[config.mk]
export PLATFORM = sky130hd
export DESIGN_NAME = clock_set_ctrl
export DESIGN_NICKNAME = d
export VERILOG_FILES = /design/src/rtl/clock_set_ctrl.sv
export SDC_FILE = /design/constraint.sdc
export NUM_CORES = 1
export LEC_CHECK = 0
export BUFFER_PORTS_ARGS = -buffer_cell sky130_fd_sc_hd__buf_2
export CAP_MARGIN = 20
export CORE_MARGIN = 2
export CORE_UTILIZATION = 55
export DETAILED_ROUTE_END_ITERATION = 10
export PLACE_DENSITY = 0.75
export REMOVE_ABC_BUFFERS = 1
export SYNTH_ARGS = -nofsm -noshare
export SYNTH_HDL_FRONTEND = slang
export SYNTH_SLANG_ARGS = --single-unit
[constraint.sdc]
create_clock -name clk -period 5.1 [get_ports clk]
set_input_delay 0.255 -clock clk [delete_from_list [all_inputs] [get_ports clk]]
set_output_delay 0.255 -clock clk [all_outputs]
set_load 0.005 [all_outputs]
[src/rtl/clock_set_ctrl.sv]
// Run/set controller for the 24-hour seven-segment clock.
// Debounced buttons step RUN/SET_H/SET_M/SET_S and edit one field at a time.
module clock_set_ctrl #(
   parameter int CLK_HZ       = 100_000_000,
   parameter int DEBOUNCE_CYC = 2_000_000,
   parameter int BLINK_HALF   = 25_000_000
) (
   input  logic        clk,
   input  logic        rst,
   input  logic        btn_mode,
   input  logic        btn_inc,
   input  logic        btn_dec,
   output logic [4:0]  hh,
   output logic [5:0]  mm,
   output logic [5:0]  ss,
   output logic [16:0] seconds,
   output logic [1:0]  mode,
   output logic        tick_1hz,
   output logic [5:0]  blink_mask
);

   typedef enum logic [1:0] {
      RUN   = 2'd0,
      SET_H = 2'd1,
      SET_M = 2'd2,
      SET_S = 2'd3
   } mode_t;

   localparam int PW = (CLK_HZ > 1) ? $clog2(CLK_HZ) : 1;
   localparam int DW = $clog2(DEBOUNCE_CYC + 1);
   localparam int BW = (BLINK_HALF > 1) ? $clog2(BLINK_HALF) : 1;
   localparam logic [PW-1:0] PRE_MAX = PW'(CLK_HZ - 1);
   localparam logic [DW-1:0] DB_MAX  = DW'(DEBOUNCE_CYC - 1);
   localparam logic [BW-1:0] BL_MAX  = BW'(BLINK_HALF - 1);

   // Button index: 0 mode, 1 inc, 2 dec
   logic [2:0]    w_raw;
   logic [2:0]    r_sync1, r_sync2, r_lvl, r_lvl_d, r_pulse;
   logic [DW-1:0] r_db_cnt [3];

   mode_t         r_mode, w_mode_nxt;
   logic [PW-1:0] r_pre;
   logic          r_tick;
   logic [4:0]    r_hh;
   logic [5:0]    r_mm, r_ss;
   logic [BW-1:0] r_bcnt;
   logic          r_phase;
   logic [5:0]    r_mask, w_mask_nxt;
   logic          w_mode_p, w_inc, w_dec, w_wrap;

   assign w_raw = {btn_dec, btn_inc, btn_mode};

   always_ff @(posedge clk or posedge rst) begin
      if (rst) begin
         r_sync1 <= '0;
         r_sync2 <= '0;
         r_lvl   <= '0;
         r_lvl_d <= '0;
         r_pulse <= '0;
         for (int b = 0; b < 3; b++) r_db_cnt[b] <= '0;
      end else begin
         r_sync1 <= w_raw;
         r_sync2 <= r_sync1;
         r_lvl_d <= r_lvl;
         r_pulse <= r_lvl & ~r_lvl_d;
         for (int b = 0; b < 3; b++) begin
            if (r_sync2[b] == r_lvl[b]) begin
               r_db_cnt[b] <= '0;
            end else if (r_db_cnt[b] == DB_MAX) begin
               r_lvl[b]    <= r_sync2[b];
               r_db_cnt[b] <= '0;
            end else begin
               r_db_cnt[b] <= r_db_cnt[b] + 1'b1;
            end
         end
      end
   end

   // A mode press masks any edit in the same cycle
   assign w_mode_p = r_pulse[0];
   assign w_inc    = r_pulse[1] & ~r_pulse[2] & ~w_mode_p;
   assign w_dec    = r_pulse[2] & ~r_pulse[1] & ~w_mode_p;
   assign w_wrap   = (r_mode == RUN) && (r_pre == PRE_MAX);

   always_ff @(posedge clk or posedge rst) begin
      if (rst) r_mode <= RUN;
      else     r_mode <= w_mode_nxt;
   end

   always_comb begin
      w_mode_nxt = r_mode;
      if (w_mode_p) begin
         unique case (r_mode)
            RUN:   w_mode_nxt = SET_H;
            SET_H: w_mode_nxt = SET_M;
            SET_M: w_mode_nxt = SET_S;
            SET_S: w_mode_nxt = RUN;
         endcase
      end
   end

   always_ff @(posedge clk or posedge rst) begin
      if (rst) begin
         r_pre  <= '0;
         r_tick <= 1'b0;
         r_hh   <= '0;
         r_mm   <= '0;
         r_ss   <= '0;
      end else begin
         r_tick <= 1'b0;
         if (r_mode == RUN) begin
            if (w_wrap) begin
               r_pre  <= '0;
               r_tick <= 1'b1;
               if (r_ss == 6'd59) begin
                  r_ss <= '0;
                  if (r_mm == 6'd59) begin
                     r_mm <= '0;
                     r_hh <= (r_hh == 5'd23) ? '0 : r_hh + 1'b1;
                  end else begin
                     r_mm <= r_mm + 1'b1;
                  end
               end else begin
                  r_ss <= r_ss + 1'b1;
               end
            end else begin
               r_pre <= r_pre + 1'b1;
            end
            if (w_mode_p) r_pre <= '0;
         end else begin
            r_pre <= '0;
            case (r_mode)
               SET_H: begin
                  if (w_inc)      r_hh <= (r_hh == 5'd23) ? '0 : r_hh + 1'b1;
                  else if (w_dec) r_hh <= (r_hh == 5'd0) ? 5'd23 : r_hh - 1'b1;
               end
               SET_M: begin
                  if (w_inc)      r_mm <= (r_mm == 6'd59) ? '0 : r_mm + 1'b1;
                  else if (w_dec) r_mm <= (r_mm == 6'd0) ? 6'd59 : r_mm - 1'b1;
               end
               SET_S: begin
                  if (w_inc)      r_ss <= (r_ss == 6'd59) ? '0 : r_ss + 1'b1;
                  else if (w_dec) r_ss <= (r_ss == 6'd0) ? 6'd59 : r_ss - 1'b1;
               end
               default: ;
            endcase
         end
      end
   end

   always_comb begin
      w_mask_nxt = 6'b000000;
      if (r_phase) begin
         case (r_mode)
            SET_H:   w_mask_nxt = 6'b110000;
            SET_M:   w_mask_nxt = 6'b001100;
            SET_S:   w_mask_nxt = 6'b000011;
            default: w_mask_nxt = 6'b000000;
         endcase
      end
   end

   always_ff @(posedge clk or posedge rst) begin
      if (rst) begin
         r_bcnt  <= '0;
         r_phase <= 1'b0;
         r_mask  <= '0;
      end else begin
         if (r_bcnt == BL_MAX) begin
            r_bcnt  <= '0;
            r_phase <= ~r_phase;
         end else begin
            r_bcnt <= r_bcnt + 1'b1;
         end
         r_mask <= w_mask_nxt;
      end
   end

   assign seconds    = {12'd0, r_hh} * 17'd3600
                     + {11'd0, r_mm} * 17'd60
                     + {11'd0, r_ss};
   assign hh         = r_hh;
   assign mm         = r_mm;
   assign ss         = r_ss;
   assign mode       = r_mode;
   assign tick_1hz   = r_tick;
   assign blink_mask = r_mask;

endmodule
Word-level counts from Yosys, hierarchy flattened
Cells that the tools add are included.
{ "word_totals": {"regBits": 157, "latch_bits": 0, "ram_bits": 0, "mem_bits_ro": 0, "output_inout_bits": 43, "word_cells": 118, "n_memories": 0} }
{ "op_classes": {"addsub": 13, "n_mul": 2, "n_div": 0, "n_lt_le_gt_ge": 0, "n_eq_ne": 17, "shift": 0, "mux": 39, "bitwise": 13, "n_reduce_logical": 15} }
{ "ops": {"columns": ["cell", "n"], "rows": [
  ["two-way mux 21 bit", 6],
  ["two-way mux 6 bit", 16],
  ["two-way mux 27 bit", 3],
  ["adder 21 x 1 -> 21 bit (second input constant)", 3],
  ["== test 21 bit (second input constant)", 3],
  ["two-way mux 5 bit", 9],
  ["adder 27 x 1 -> 27 bit (second input constant)", 1],
  ["== test 27 bit (second input constant)", 1],
  ["adder 25 x 1 -> 25 bit (second input constant)", 1],
  ["== test 25 bit (second input constant)", 1],
  ["two-way mux 25 bit", 1],
  ["one-hot mux 6 bit (3 select lines)", 1],
  ["adder 17 x 12 -> 17 bit", 1],
  ["adder 17 x 6 -> 17 bit", 1],
  ["multiplier 5 x 8 -> 13 bit (second input constant)", 1],
  ["adder 6 x 1 -> 6 bit (second input constant)", 2],
  ["== test 6 bit (second input constant)", 2],
  ["zero test 6 bit", 2],
  ["subtractor 6 x 1 -> 6 bit (second input constant)", 2],
  ["multiplier 6 x 4 -> 10 bit (second input constant)", 1],
  ["one-hot mux 2 bit (4 select lines)", 1],
  ["NOT 1 bit", 7],
  ["AND reduction 2 bit", 3],
  ["nonzero test 2 bit", 3],
  ["other kinds (19)", 27]
]} }

Longest topological paths before layout
Gate-level depths: netlist (run 1).
{ "logic_depth": {"word_depth": 7, "mapped_depth": 19, "mapped_depth_nobuf": 19} }

Worst setup path after synthesis (run 1)
No wires, ideal clock.
{ "synth_path": {"path_kind": "register -> output", "startpoint": "register r_mm[3] (netlist: mm[3])", "endpoint": "output seconds[15]", "arrival_time_ns": 4.193, "slack_ns": 0.652, "stages_incl_launch_ff": 20, "path_cell_list": "dfrtp_1 > inv_1 > fa_1 > fa_1 > inv_1 > ha_1 > a21oi_1 > nor2_1 > nor2_1 > o21bai_1 > a21oi_1 > xnor2_1 > ha_1 > ha_1 > nand2_1 > o21a_1 > o31a_1 > o21ai_0 > nand3_1 > xnor2_1"} }
{ "synth_between": {"elab_chain_len": 3} }
{ "synth_lines": {"columns": ["item", "line", "rtl"], "rows": [
  ["from (decl)", "45", "logic [5:0] r_mm, r_ss;"],
  ["from (signal assigned)", "121", "r_mm <= r_mm + 1'b1;"],
  ["from (signal assigned)", "138", "if (w_inc) r_mm <= (r_mm == 6'd59) ? '0 : r_mm + 1'b1;"],
  ["from (signal assigned)", "139", "else if (w_dec) r_mm <= (r_mm == 6'd0) ? 6'd59 : r_mm - 1'b1;"],
  ["multiplier 6 x 4 -> 10 bit", "180", "+ {11'd0, r_mm} * 17'd60"],
  ["adder 17 x 12 -> 17 bit", "180", null],
  ["adder 17 x 6 -> 17 bit", "181", "+ {11'd0, r_ss};"],
  ["to (decl)", "16", "output logic [16:0] seconds,"]
]} }
Every way passes these cells.

Final worst setup path (run 1)
{ "layout_path": {"startpoint": "register r_mm[1] (netlist: mm[1])", "endpoint": "output seconds[16]"} }
The elaborated chain is that of the path after synthesis.

==> out/metrics.json, run 1 <==
{
  "outcome": {"value": "complete, no violations"},
  "synth_cell_types": {"value": 59},
  "grt_use_met3": {"value": 3.70, "unit": "%"},
  "main_synth_ff_type": {"value": "dfrtp_1"},
  "hpwlAfterDp": {"value": 12.6, "unit": "mm"},
  "gr-max-usage-layer": {"value": "met2"},
  "critical_path.endpoint_type": {"value": "output port"},
  "clk_root_buffer_cell": {"value": "clkbuf_16"},
  "grt_antenna_before_repair": {"value": 0},
  "placed_cell_area": {"value": 0.00975, "unit": "mm²"},
  "grt_overflow_total": {"value": 0},
  "placed_instances": {"value": 1226},
  "finalNetCount": {"value": 1134},
  "stdcell_count": {"value": 1268},
  "initial_utilization": {"value": 56.2, "unit": "%"},
  "p_leak": {"value": 0.00514, "unit": "µW"},
  "synth_simple_gate_area_share": {"value": 21.2, "unit": "%"},
  "numPortBuffers": {"value": 47},
  "synthArstFlopShare": {"value": 100, "unit": "%"},
  "drt_iter0_drc": {"value": 409},
  "path_max_fanout": {"value": 6},
  "timing_worst_slew_pin_value": {"value": 0.885, "unit": "ns"},
  "globalRouteTotalUtil": {"value": 21.2, "unit": "%"},
  "fmax": {"value": 204, "unit": "MHz"},
  "netlist_area": {"value": 0.00931, "unit": "mm²"},
  "chipWidth": {"value": 134, "unit": "µm"},
  "drive_above_1_share": {"value": 12.3, "unit": "%"},
  "worst_ep_required_time": {"value": 4.85, "unit": "ns"},
  "max_cap_viol_count": {"value": 0},
  "grt_start_max_net_pins": {"value": 110},
  "multi_input_comb_area": {"value": 0.00523, "unit": "mm²"},
  "layout_worst_path_cycle_share": {"value": 96.0, "unit": "%"},
  "cts_made_buffers": {"value": 17},
  "filler_cell_count": {"value": 1337},
  "max_slew_margin": {"value": 40.6, "unit": "%"},
  "finalWorstPathRequiredPeriod": {"value": 4.89, "unit": "ns"},
  "route.antenna.remaining_nets": {"value": 0},
  "edff_count_synth": {"value": 0},
  "grtUsageMet2": {"value": 34.1, "unit": "%"},
  "syn_inst": {"value": 979},
  "viasPerCell": {"value": 5.50},
  "worst_path_most_repeated_cell": {"value": "ha_1"},
  "power-per-cell-area": {"value": 237, "unit": "mW/mm²"},
  "worstSkewPairLatency": {"value": 0.43, "unit": "ns"},
  "synth_top_family_by_area": {"value": "simple AND/OR/NAND/NOR gates"},
  "worstPathBufferInverterCount": {"value": 1},
  "h-tree-depth": {"value": 4},
  "antenna-diode-count": {"value": 0},
  "cp_data_arrival_time": {"value": 4.64, "unit": "ns"},
  "layout.cells.most_common": {"value": "dfrtp_1"},
  "peakVddDrop": {"value": 0.229, "unit": "mV"},
  "timing_worst_setup_path_type": {"value": "flip-flop to output port"},
  "via_count": {"value": 6980},
  "min-delay-path-class": {"value": "input pin to asynchronous set/reset pin"},
  "fp.dieArea": {"value": 0.0180, "unit": "mm²"},
  "tritoncts": {"value": "done"},
  "finalMaxSlewViolations": {"value": 0},
  "ys_seq_area_share": {"value": 41.4, "unit": "%"},
  "synth_area_leaders": {"value": "dfrtp_1, ha_1, xor2_1, nor2_1, xnor2_1"},
  "synthDominantCellAreaShare": {"value": 41.4, "unit": "%"},
  "critical-path-slowest-cell": {"value": "fa_1"},
  "finalSetupViolations": {"value": 0},
  "synthToLayoutAreaGrowth": {"value": 13.0, "unit": "%"},
  "clkSlewWorstSetupHoldPaths": {"value": 0.06, "unit": "ns"},
  "worstPathCellList": {"value": "fa_1 -> xor2_2 -> ha_4 -> ha_1 -> a21o_1 -> a21oi_2 -> o2111ai_1 -> a21oi_1 -> xnor2_1 -> ha_1 -> ha_1 -> a21oi_1 -> a21boi_2 -> o2111ai_1 -> xnor2_1 -> buf_2"},
  "routedWlPerCell": {"value": 14.7, "unit": "µm"},
  "route.final.wire_length": {"value": 18.6, "unit": "mm"},
  "fp.coreArea": {"value": 0.0166, "unit": "mm²"},
  "grt_pass1_wl": {"value": 31.0, "unit": "mm"},
  "avgSynthCellArea": {"value": 9.51, "unit": "µm²"},
  "mostFrequentLayoutCells": {"value": "dfrtp_1, nor2_1, nand2_1"},
  "drt_pre_antenna_iters": {"value": 5},
  "synth_seq_cells": {"value": 154},
  "synthDominantAreaCellType": {"value": "dfrtp_1"},
  "tritoncts_num_sinks": {"value": 154},
  "clockBufferDepth": {"value": 2},
  "timing_hold_violations_final": {"value": 0},
  "drt_drc_violations_left": {"value": 0},
  "synth_xor_xnor_area_share": {"value": 12.2, "unit": "%"},
  "worst_path_dominant_cell_family": {"value": "adder cells"},
  "finalWeightedCongestion": {"value": 0.910},
  "synth_warnings": {"value": 0},
  "ios": {"value": 48},
  "first_global_vias": {"value": 6557},
  "layout.cell_area.non_filler": {"value": 0.0105, "unit": "mm²"},
  "grt_util_met1": {"value": 29.6, "unit": "%"},
  "floorplan.die.height": {"value": 134, "unit": "µm"},
  "crit_path_start_kind": {"value": "flip-flop"},
  "synth-adder-area-share": {"value": 13.8, "unit": "%"},
  "std_cell_rows": {"value": 47},
  "max_stage_delay": {"value": 0.60, "unit": "ns"},
  "skew": {"value": 0.0133, "unit": "ns"},
  "area.sequential": {"value": 0.00386, "unit": "mm²"},
  "synth_compound_gate_area_share": {"value": 7.71, "unit": "%"},
  "yosys-mux-area-fraction": {"value": 0.363, "unit": "%"}
}
## cells in the mapped netlist (3+ instances only)
master,number
a31oi_1,8
nor2_1,141
nor4b_1,5
and4_1,10
or3_1,4
nand2_1,80
dfrtp_1,154
clkbuf_1,18
nor2b_1,5
o211ai_1,6
nand3b_1,4
nand4_1,25
and2_1,8
xor2_1,75
xnor2_1,55
a21oi_1,38
nand3_1,62
buf_4,6
nor4_1,7
o2111ai_1,3
a21o_1,8
o21ai_1,5
and3_1,20
inv_1,51
or2_2,5
nor3_1,16
o21bai_1,3
o21ai_0,23
ha_1,80
mux2_2,3
fa_1,14
## per-stage QoR
stage	setup TNS (ns)	power, µW	hold WS [ns]	setup WS (ns)	util (%)
finish	0	2500	0.332	0.205	63.5
global route	-0.0949	2600	0.363	-0.0787	63.5
CTS	0	2520	0.0981	0.0129	62.5
detailed placement	0	1310	0.335	0.358	58.8
global placement	0	1310	0.332	0.434	58.8
floorplan	0	1290	0.286	0.652	-
## what timing repair did
action                                  CTS  global route
endpoints found under the hold margin     3            25
endpoints found under the setup margin    3             5
hold buffers                              3             1
gates resized for setup                   5            21
setup buffers                             1             4
pin swaps                                 0             7
## metal layers
metal / vias to the layer above / routed length, µm
li1: 3458 / -
met1: 3372 / 8850
met2: 129 / 8840
met3: 21 / 642
met4: 0 / 241
met5: - / 0
## worst register-to-register path: stages, from the launching register on
cell and delay (ns):
dfrtp_1 0.41, ha_1 0.22, and2_1 0.17, nand4b_1 0.13, or4b_4 0.60, o21ai_2 0.44
o21ai_0 0.17, a22o_1 0.25
## sequential cells by signal, summed over array words and instances (netlist names)
signal / count
r_db_cnt: 63
r_sync2: 3
mode: 2
r_bcnt: 25
r_lvl: 3
r_lvl_d: 3
r_sync1: 3
mm: 6
hh: 5
blink_mask: 3
r_phase: 1
r_pulse: 3
r_pre: 27
tick_1hz: 1
ss: 6
## final cells by class
class / count / area share [%]
Multi-Input combinational cell: 748 / 49.7
Sequential cell: 154 / 36.7
Clock buffer: 18 / 4.08
Timing Repair Buffer: 63 / 3.66
Tap cell: 220 / 2.62
Inverter: 51 / 1.95
Clock inverter: 14 / 1.31
## kinds of logic after synthesis
logic type | count (synthesis)
AOI/OAI and AO/OA | 115
xor gates and xnor gates | 130
adders and majority gates | 94
buffers and inverters | 77
DFF | 154
muxes | 3
and+or+nand+nor | 406
## power by group
| group | internal (µW) | switching, µW | total, µW | leakage (µW) |
|---|---|---|---|---|
| Combinational | 13.2 | 37.7 | 50.9 | 0.00278 |
| Clock | 682 | 527 | 1210 | 0.000260 |
| Sequential | 1230 | 8.26 | 1240 | 0.00210 |
## path summary, 6_finish.rpt
path                             from  slack (ns)      endpoint  cells past startpoint
hold / removal                    rst        0.33  r_db_cnt[14]                      3
setup / recovery                mm[1]        0.21   seconds[16]                     16
max in group asynchronous         rst        3.86         mm[1]                      4
hold reg to reg            r_sync1[0]        0.35    r_sync2[0]                      0
setup reg to reg             r_pre[0]        2.60         mm[5]                      7
min in group clk           r_sync1[0]        0.35    r_sync2[0]                      0
(Power assumes the default switching activity.)
==> run 2, diff against run 1 <==
--- a/config.mk
+++ b/config.mk
@@ -5,13 +5,15 @@
 export SDC_FILE = /design/constraint.sdc
 export NUM_CORES = 1
 export LEC_CHECK = 0
+export ABC_AREA = 1
 export BUFFER_PORTS_ARGS = -buffer_cell sky130_fd_sc_hd__buf_2
 export CAP_MARGIN = 20
 export CORE_MARGIN = 2
 export CORE_UTILIZATION = 55
 export DETAILED_ROUTE_END_ITERATION = 10
-export PLACE_DENSITY = 0.75
+export PLACE_DENSITY = 0.74
 export REMOVE_ABC_BUFFERS = 1
+export SLEW_MARGIN = 5
 export SYNTH_ARGS = -nofsm -noshare
 export SYNTH_HDL_FRONTEND = slang
 export SYNTH_SLANG_ARGS = --single-unit
==> out/metrics.json, run 2 <==
{
  "worstPathCellList": {"value": "fa_1 -> xnor2_2 -> inv_1 -> ha_1 -> fa_1 -> nand3_1 -> nand3_1 -> nand2_1 -> nand2_1 -> a21oi_2 -> xnor2_1 -> ha_1 -> ha_2 -> nand2_1 -> nor2_1 -> o21ai_0 -> nand3_1 -> nand2_1 -> nand2_1 -> nand2_1 -> buf_2"},
  "clk_root_buffer_cell": {"value": "clkbuf_16"},
  "ys_seq_area_share": {"value": 35.2, "unit": "%", "change": "-6.2 points"},
  "clockBufferDepth": {"value": 2, "change": "unchanged"},
  "critical_path.endpoint_type": {"value": "output port"},
  "min-delay-path-class": {"value": "input pin to asynchronous set/reset pin"},
  "max_flop_register": {"value": "r_db_cnt"},
  "route.antenna.remaining_nets": {"value": 0, "change": "unchanged"},
  "worst_path_most_repeated_cell": {"value": "nand2_1"},
  "grt_antenna_before_repair": {"value": 0, "change": "unchanged"},
  "route.final.wire_length": {"value": 23.7, "unit": "mm", "change": "+28%"},
  "grt_overflow_total": {"value": 0, "change": "unchanged"},
  "fp.coreArea": {"value": 0.0195, "unit": "mm²", "change": "+18%"},
  "std_cell_rows": {"value": 51, "change": "+8.5%"},
  "main_synth_ff_type": {"value": "dfrtp_1"},
  "cp_data_arrival_time": {"value": 4.53, "unit": "ns", "change": "-0.11 ns"},
  "worstSkewPairLatency": {"value": 0.43, "unit": "ns", "change": "about the same"},
  "synthDominantCellAreaShare": {"value": 35.2, "unit": "%", "change": "-6.2 points"},
  "synthDominantAreaCellType": {"value": "dfrtp_1"},
  "drive_above_1_share": {"value": 9.99, "unit": "%", "change": "-2.3 points"},
  "drt_iter0_drc": {"value": 589, "change": "+44%"},
  "peakVddDrop": {"value": 0.207, "unit": "mV", "change": "-9.7%"},
  "layout.cells.most_common": {"value": "nand2_1"},
  "avgSynthCellArea": {"value": 7.41, "unit": "µm²", "change": "-22%"},
  "synth.most_common_cell": {"value": "nand2_1"},
  "synthArstFlopShare": {"value": 100, "unit": "%", "change": "unchanged"},
  "floorplan.die.height": {"value": 145, "unit": "µm", "change": "+8.2%"},
  "first_global_vias": {"value": 9131, "change": "+39%"},
  "synth_area_leaders": {"value": "dfrtp_1, nand2_1, ha_1, nor2_1, inv_1"},
  "layout_worst_path_cycle_share": {"value": 93.9, "unit": "%", "change": "-2.1 points"},
  "globalRouteTotalUtil": {"value": 23.2, "unit": "%", "change": "+2.0 points"},
  "synth_simple_gate_area_share": {"value": 34.3, "unit": "%", "change": "+13 points"},
  "biggestRegsByFlops": {"value": "r_db_cnt: 63 flops, r_pre: 27 flops, r_bcnt: 25 flops"},
  "max_slew_margin": {"value": 35.8, "unit": "%", "change": "-4.7 points"},
  "antenna-diode-count": {"value": 0, "change": "unchanged"},
  "largest_register_ff_count": {"value": 63, "change": "unchanged"},
  "path_max_fanout": {"value": 8, "change": "+2"},
  "drt_pre_antenna_iters": {"value": 5, "change": "unchanged"},
  "timing_hold_violations_final": {"value": 0, "change": "unchanged"},
  "grt_start_max_net_pins": {"value": 114, "change": "+3.6%"},
  "reg2reg_setup_slack": {"value": 2.56, "unit": "ns", "change": "-0.04 ns"},
  "cts_made_buffers": {"value": 17, "change": "unchanged"},
  "finalNetCount": {"value": 1647, "change": "+45%"},
  "fp.dieArea": {"value": 0.0211, "unit": "mm²", "change": "+17%"},
  "numPortBuffers": {"value": 47, "change": "unchanged"},
  "finalMaxSlewViolations": {"value": 0, "change": "unchanged"},
  "outcome": {"value": "complete, no violations"},
  "worst_ep_required_time": {"value": 4.85, "unit": "ns", "change": "about the same"},
  "layout.cell_area.non_filler": {"value": 0.0123, "unit": "mm²", "change": "+17%"},
  "edff_count_synth": {"value": 0, "change": "unchanged"},
  "synth_xor_xnor_area_share": {"value": 7.28, "unit": "%", "change": "-5.0 points"},
  "h-tree-depth": {"value": 4, "change": "unchanged"},
  "power-per-cell-area": {"value": 212, "unit": "mW/mm²", "change": "-11%"},
  "netlist_area": {"value": 0.0110, "unit": "mm²", "change": "+18%"},
  "timing_worst_slew_pin_value": {"value": 0.956, "unit": "ns", "change": "+0.0709 ns"},
  "filler_cell_count": {"value": 1765, "change": "+32%"},
  "viasPerCell": {"value": 5.23, "change": "-5.1%"},
  "hpwlAfterDp": {"value": 17.6, "unit": "mm", "change": "+41%"},
  "routedWlPerCell": {"value": 13.0, "unit": "µm", "change": "-11%"},
  "syn_inst": {"value": 1479, "change": "+51%"},
  "grt_pass1_wl": {"value": 41.3, "unit": "mm", "change": "+33%"},
  "critical-path-slowest-cell": {"value": "fa_1"},
  "fmax": {"value": 209, "unit": "MHz", "change": "+2.2%"},
  "chipWidth": {"value": 145, "unit": "µm", "change": "+8.2%"},
  "mostFrequentLayoutCells": {"value": "nand2_1, nor2_1, inv_1"},
  "totalNegativeSetupSlack": {"value": 0, "unit": "ns", "change": "unchanged"},
  "drt_drc_violations_left": {"value": 0, "change": "unchanged"},
  "placed_cell_area": {"value": 0.0114, "unit": "mm²", "change": "+17%"},
  "placed_instances": {"value": 1778, "change": "+45%"},
  "timing_worst_setup_path_type": {"value": "flip-flop to output port"},
  "synth-adder-area-share": {"value": 11.7, "unit": "%", "change": "-2.1 points"},
  "tritoncts": {"value": "done"},
  "max_cap_viol_count": {"value": 0, "change": "unchanged"},
  "synth_top_family_by_area": {"value": "simple AND/OR/NAND/NOR gates"},
  "via_count": {"value": 9544, "change": "+37%"},
  "synth_seq_cells": {"value": 154, "change": "unchanged"},
  "clkSlewWorstSetupHoldPaths": {"value": 0.06, "unit": "ns", "change": "about the same"},
  "skew": {"value": 0.00518, "unit": "ns", "change": "-0.00807 ns"},
  "finalWorstPathRequiredPeriod": {"value": 4.79, "unit": "ns", "change": "-0.106 ns"},
  "synth_common_cells": {"value": "nand2_1, nor2_1, inv_1"},
  "synth_warnings": {"value": 0, "change": "unchanged"},
  "finalWeightedCongestion": {"value": 0.927, "change": "+1.9%"},
  "tritoncts_num_sinks": {"value": 154, "change": "unchanged"},
  "synth_cell_types": {"value": 40, "change": "-32%"},
  "max_stage_delay": {"value": 0.52, "unit": "ns", "change": "-0.08 ns"},
  "yosys-mux-area-fraction": {"value": 0, "unit": "%", "change": "-0.36 points"},
  "stdcell_count": {"value": 1826, "change": "+44%"},
  "finalSetupViolations": {"value": 0, "change": "unchanged"},
  "synth_compound_gate_area_share": {"value": 3.76, "unit": "%", "change": "-4.0 points"},
  "p_leak": {"value": 0.00620, "unit": "µW", "change": "+21%"},
  "ios": {"value": 48, "change": "unchanged"},
  "synthToLayoutAreaGrowth": {"value": 12.1, "unit": "%"},
  "initial_utilization": {"value": 56.1, "unit": "%", "change": "-0.056 points"},
  "crit_path_start_kind": {"value": "flip-flop"},
  "p_total": {"value": 2600, "unit": "µW", "change": "+4.3%"}
}
run 2: per-layer routing:
metal	vias up	wire length [µm]	GRT usage (%)
met4	0	508	8.92
met2	275	11200	38.0
li1	4811	-	-
met3	48	1180	3.99
met1	4410	10800	30.9
met5	-	0	0
run 2: cell type report:
type / instances / area, µm² / area share, %
clock inverters: 11 / 143 / 1.16
inverters: 198 / 759 / 6.19
well taps: 265 / 332 / 2.70
flip-flops and latches: 154 / 3860 / 31.4
multi-input cells: 1110 / 6290 / 51.2
repair buffers: 67 / 415 / 3.38
clock buffers: 21 / 480 / 3.91
run 2: through the flow:
stage / setup slack [ns] / utilization (%) / hold WS [ns]
2_1_floorplan: 0.695 / - / 0.286
5_1_grt: -0.00672 / 62.9 / 0.305
4_1_cts: 0.00847 / 61.9 / 0.121
6_report: 0.312 / 62.9 / 0.297
3_3_place_gp: 0.541 / 58.6 / 0.334
3_5_place_dp: 0.398 / 58.6 / 0.338
run 2: path summary, 6_finish.rpt:
| kind | from | to | depth (start not counted) |
|---|---|---|---|
| worst min register to register | r_sync1[0] | r_sync2[0] | 0 |
| worst max-delay path | mm[2] | seconds[15] | 21 |
| worst min-delay path | rst | r_db_cnt[60] | 3 |
| max in group asynchronous | rst | r_pre[13] | 5 |
| min in group clk | r_sync1[0] | r_sync2[0] | 0 |
| worst max register to register | mode[0] | mm[5] | 9 |
run 2: cell families (layout without fill, tap and decap cells):
| family | after synthesis | count (layout) |
|---|---|---|
| flip-flops | 154 | 154 |
| AO/OA/AOI/OAI | 70 | 70 |
| XOR/XNOR | 91 | 91 |
| AND/OR/NAND/NOR | 855 | 855 |
| adder cells (fa/ha/maj) | 94 | 94 |
| buffers and inverters | 215 | 297 |
run 2: worst max-delay path, delay by kind of cell (launching register included):
family	cells	cell delay, ns
buffers and inverters	2	0.17
xor gates and xnor gates	2	0.36
DFF	1	0.48
AOI/OAI and AO/OA	2	0.24
adders and majority gates	5	1.96
and+or+nand+nor	10	0.90
run 2: timing repair:
item | 4_1_cts | 5_1_grt
setup buffers | 0 | 9
resized for setup | 1 | 14
hold endpoints to repair | 3 | 16
endpoints found under the setup margin | 4 | 7
hold buffers | 3 | 1
pin swaps | 0 | 1
run 2: where the power goes:
part / switching (µW) / internal [µW]
Clock: 494 / 818
Combinational: 39.1 / 14.2
Sequential: 8.68 / 1230
==> run 3, diff against run 2 <==
--- a/config.mk
+++ b/config.mk
@@ -7,11 +7,11 @@
 export LEC_CHECK = 0
 export ABC_AREA = 1
 export BUFFER_PORTS_ARGS = -buffer_cell sky130_fd_sc_hd__buf_2
-export CAP_MARGIN = 20
+export CAP_MARGIN = 10
 export CORE_MARGIN = 2
 export CORE_UTILIZATION = 55
 export DETAILED_ROUTE_END_ITERATION = 10
-export PLACE_DENSITY = 0.74
+export PLACE_DENSITY = 0.77
 export REMOVE_ABC_BUFFERS = 1
 export SLEW_MARGIN = 5
 export SYNTH_ARGS = -nofsm -noshare
==> constraint.sdc (replaced) <==
create_clock -name clk -period 4.35 [get_ports clk]
set_input_delay 0.2175 -clock clk [delete_from_list [all_inputs] [get_ports clk]]
set_output_delay 0.2175 -clock clk [all_outputs]
set_load 0.005 [all_outputs]
==> out/metrics.json, run 3 (same netlist as run 2, synthesis figures left out) <==
{
  "grt_overflow_total": {"value": 0, "change": "unchanged"},
  "drive_above_1_share": {"value": 13.3, "unit": "%", "change": "+3.3 points"},
  "fp.dieArea": {"value": 0.0211, "unit": "mm²", "change": "unchanged"},
  "clkSlewWorstSetupHoldPaths": {"value": 0.06, "unit": "ns", "change": "about the same"},
  "crit_path_start_kind": {"value": "flip-flop"},
  "via_count": {"value": 9558, "change": "+0.15%"},
  "max_flop_register": {"value": "r_db_cnt"},
  "chipWidth": {"value": 145, "unit": "µm", "change": "unchanged"},
  "failed_checks": {"value": "negative hold slack, negative setup slack"},
  "timing_worst_setup_path_type": {"value": "flip-flop to output port"},
  "drt_pre_antenna_iters": {"value": 5, "change": "unchanged"},
  "path_max_fanout": {"value": 4, "change": "-4"},
  "route.final.wire_length": {"value": 25.0, "unit": "mm", "change": "+5.5%"},
  "setup_ws": {"value": -0.105, "unit": "ns", "change": "-0.417 ns"},
  "route.antenna.remaining_nets": {"value": 0, "change": "unchanged"},
  "finalNetCount": {"value": 1661, "change": "+0.85%"},
  "timing_worst_slew_pin_value": {"value": 1.05, "unit": "ns", "change": "+0.0993 ns"},
  "peakVddDrop": {"value": 0.352, "unit": "mV", "change": "+70%"},
  "drt_drc_violations_left": {"value": 0, "change": "unchanged"},
  "outcome": {"value": "finished, violations left"},
  "worstSkewPairLatency": {"value": 0.43, "unit": "ns", "change": "about the same"},
  "grt_antenna_before_repair": {"value": 0, "change": "unchanged"},
  "floorplan.die.height": {"value": 145, "unit": "µm", "change": "unchanged"},
  "clockBufferDepth": {"value": 2, "change": "unchanged"},
  "grt_pass1_wl": {"value": 43.1, "unit": "mm", "change": "+4.3%"},
  "largest_register_ff_count": {"value": 63, "change": "unchanged"},
  "finalWeightedCongestion": {"value": 0.916, "change": "-1.1%"},
  "skew": {"value": 0.00954, "unit": "ns", "change": "+0.00435 ns"},
  "globalRouteTotalUtil": {"value": 24.3, "unit": "%", "change": "+1.2 points"},
  "cts_made_buffers": {"value": 17, "change": "unchanged"},
  "finalMaxSlewViolations": {"value": 0, "change": "unchanged"},
  "power-per-cell-area": {"value": 240, "unit": "mW/mm²", "change": "+13%"},
  "reg2reg_depth": {"value": 9, "change": "unchanged"},
  "synthToLayoutAreaGrowth": {"value": 15.4, "unit": "%"},
  "initial_utilization": {"value": 56.1, "unit": "%", "change": "unchanged"},
  "tritoncts": {"value": "done"},
  "first_global_vias": {"value": 9381, "change": "+2.7%"},
  "layout.cells.most_common": {"value": "nand2_1"},
  "fmax": {"value": 224, "unit": "MHz"},
  "p_leak": {"value": 0.00632, "unit": "µW", "change": "+1.8%"},
  "routedWlPerCell": {"value": 13.6, "unit": "µm", "change": "+4.8%"},
  "finalWorstPathRequiredPeriod": {"value": 4.46, "unit": "ns"},
  "mostFrequentLayoutCells": {"value": "nand2_1, nor2_1, inv_1"},
  "hpwlAfterDp": {"value": 18.3, "unit": "mm", "change": "+3.6%"},
  "reg2reg_from": {"value": "mode[0]"},
  "max_cap_viol_count": {"value": 0, "change": "unchanged"},
  "final.hold.worst_slack": {"value": -0.0401, "unit": "ns", "change": "-0.337 ns"},
  "drt_iter0_drc": {"value": 520, "change": "-12%"},
  "cp_data_arrival_time": {"value": 4.24, "unit": "ns", "change": "-0.29 ns"},
  "antenna-diode-count": {"value": 0, "change": "unchanged"},
  "numPortBuffers": {"value": 47, "change": "unchanged"},
  "critical_path.endpoint_type": {"value": "output port"},
  "tritoncts_num_sinks": {"value": 154, "change": "unchanged"},
  "grt_start_max_net_pins": {"value": 96, "change": "-16%"},
  "worst_ep_required_time": {"value": 4.13, "unit": "ns", "change": "-0.72 ns"},
  "clk_root_buffer_cell": {"value": "clkbuf_16"},
  "std_cell_rows": {"value": 51, "change": "unchanged"},
  "max_slew_margin": {"value": 29.2, "unit": "%", "change": "-6.7 points"},
  "biggestRegsByFlops": {"value": "r_db_cnt: 63 flops, r_pre: 27 flops, r_bcnt: 25 flops"},
  "fin_util": {"value": 64.7, "unit": "%", "change": "+1.8 points"},
  "finalSetupViolations": {"value": 6, "change": "+6"},
  "layout_worst_path_cycle_share": {"value": 102, "unit": "%"},
  "reg2reg_setup_slack": {"value": 1.86, "unit": "ns", "change": "-0.70 ns"},
  "timing_hold_violations_final": {"value": 46, "change": "+46"},
  "viasPerCell": {"value": 5.20, "change": "-0.56%"},
  "worstReg2RegEnd": {"value": "mm[2]"},
  "min-delay-path-class": {"value": "input pin to asynchronous set/reset pin"},
  "rsz_0062_raised_after_global_routing": {"value": "yes"},
  "ios": {"value": 48, "change": "unchanged"},
  "h-tree-depth": {"value": 4, "change": "unchanged"},
  "fp.coreArea": {"value": 0.0195, "unit": "mm²", "change": "unchanged"}
}
[run 3: where the power goes]
group          total [µW]  switching [µW]  internal, µW
Combinational        59.9            46.3          13.6
Clock                1520             590           930
Sequential           1450            9.90          1440
Total                3030             647          2390
[run 3: layout make-up]
cell class	count	area, µm²
Multi-Input combinational cell	1110	6590
Clock buffer	21	460
Timing Repair Buffer	81	505
Tap cell	265	332
Clock inverter	10	140
Inverter	198	751
Fill cell	1692	6890
Sequential cell	154	3850
[run 3: how the worst max path moves through the flow]
stage	startpoint	depth (start not counted)	slack [ns]	endpoint
floorplan	rst	1	-0.02	blink_mask[1]
global placement	mm[0]	25	0.08	seconds[16]
detailed placement	mm[0]	25	0.03	seconds[16]
CTS	mm[1]	23	-0.07	seconds[15]
global route	mm[0]	25	-0.32	seconds[16]
finish	mm[0]	21	-0.11	seconds[15]
[run 3: critical path, cell delays in order, from the launching register on]
cell	delay, ns
dfrtp_1	0.41
fa_1	0.54
xnor2_2	0.22
inv_2	0.07
ha_4	0.15
or2_4	0.23
ha_4	0.26
a21oi_2	0.17
o21ai_2	0.09
nand4_1	0.09
nand2_1	0.09
xor2_2	0.16
ha_1	0.32
ha_4	0.30
nand2_1	0.09
nor2_2	0.13
nand3_1	0.09
nand3_2	0.12
nand2_1	0.06
nand2_1	0.06
nand2_1	0.04
buf_2	0.12
[run 3: what timing repair did]
action | in CTS | in global routing
pin swaps | 20 | 42
gates resized for setup | 33 | 38
setup endpoints to repair | 9 | 9
setup buffers | 3 | 3
hold endpoints to repair | 3 | 0
hold buffers | 3 | 0
[run 3: routing by layer]
metal | vias to the layer above | routed length (µm) | track usage [%]
met5 | - | 0 | 0
met4 | 0 | 404 | 7.06
met3 | 36 | 1080 | 4.12
met2 | 222 | 11900 | 41.0
met1 | 4443 | 11600 | 32.4
li1 | 4857 | - | -
[run 3: stage by stage]
| step | power (µW) | worst slack (ns) | TNS (ns) | cell area, µm² | std cells |
|---|---|---|---|---|---|
| after floorplan | 1520 | -0.0173 | -2.66 | 10800 | 1462 |
| after global placement | 1540 | 0.0849 | 0 | 11600 | 1799 |
| after detailed placement | 1540 | 0.0267 | 0 | 11600 | 1799 |
| after CTS | 3060 | -0.0722 | -0.269 | 12400 | 1836 |
| after global routing | 3140 | -0.317 | -1.95 | 12600 | 1839 |
| final | 3030 | -0.105 | -0.486 | 12600 | 1839 |
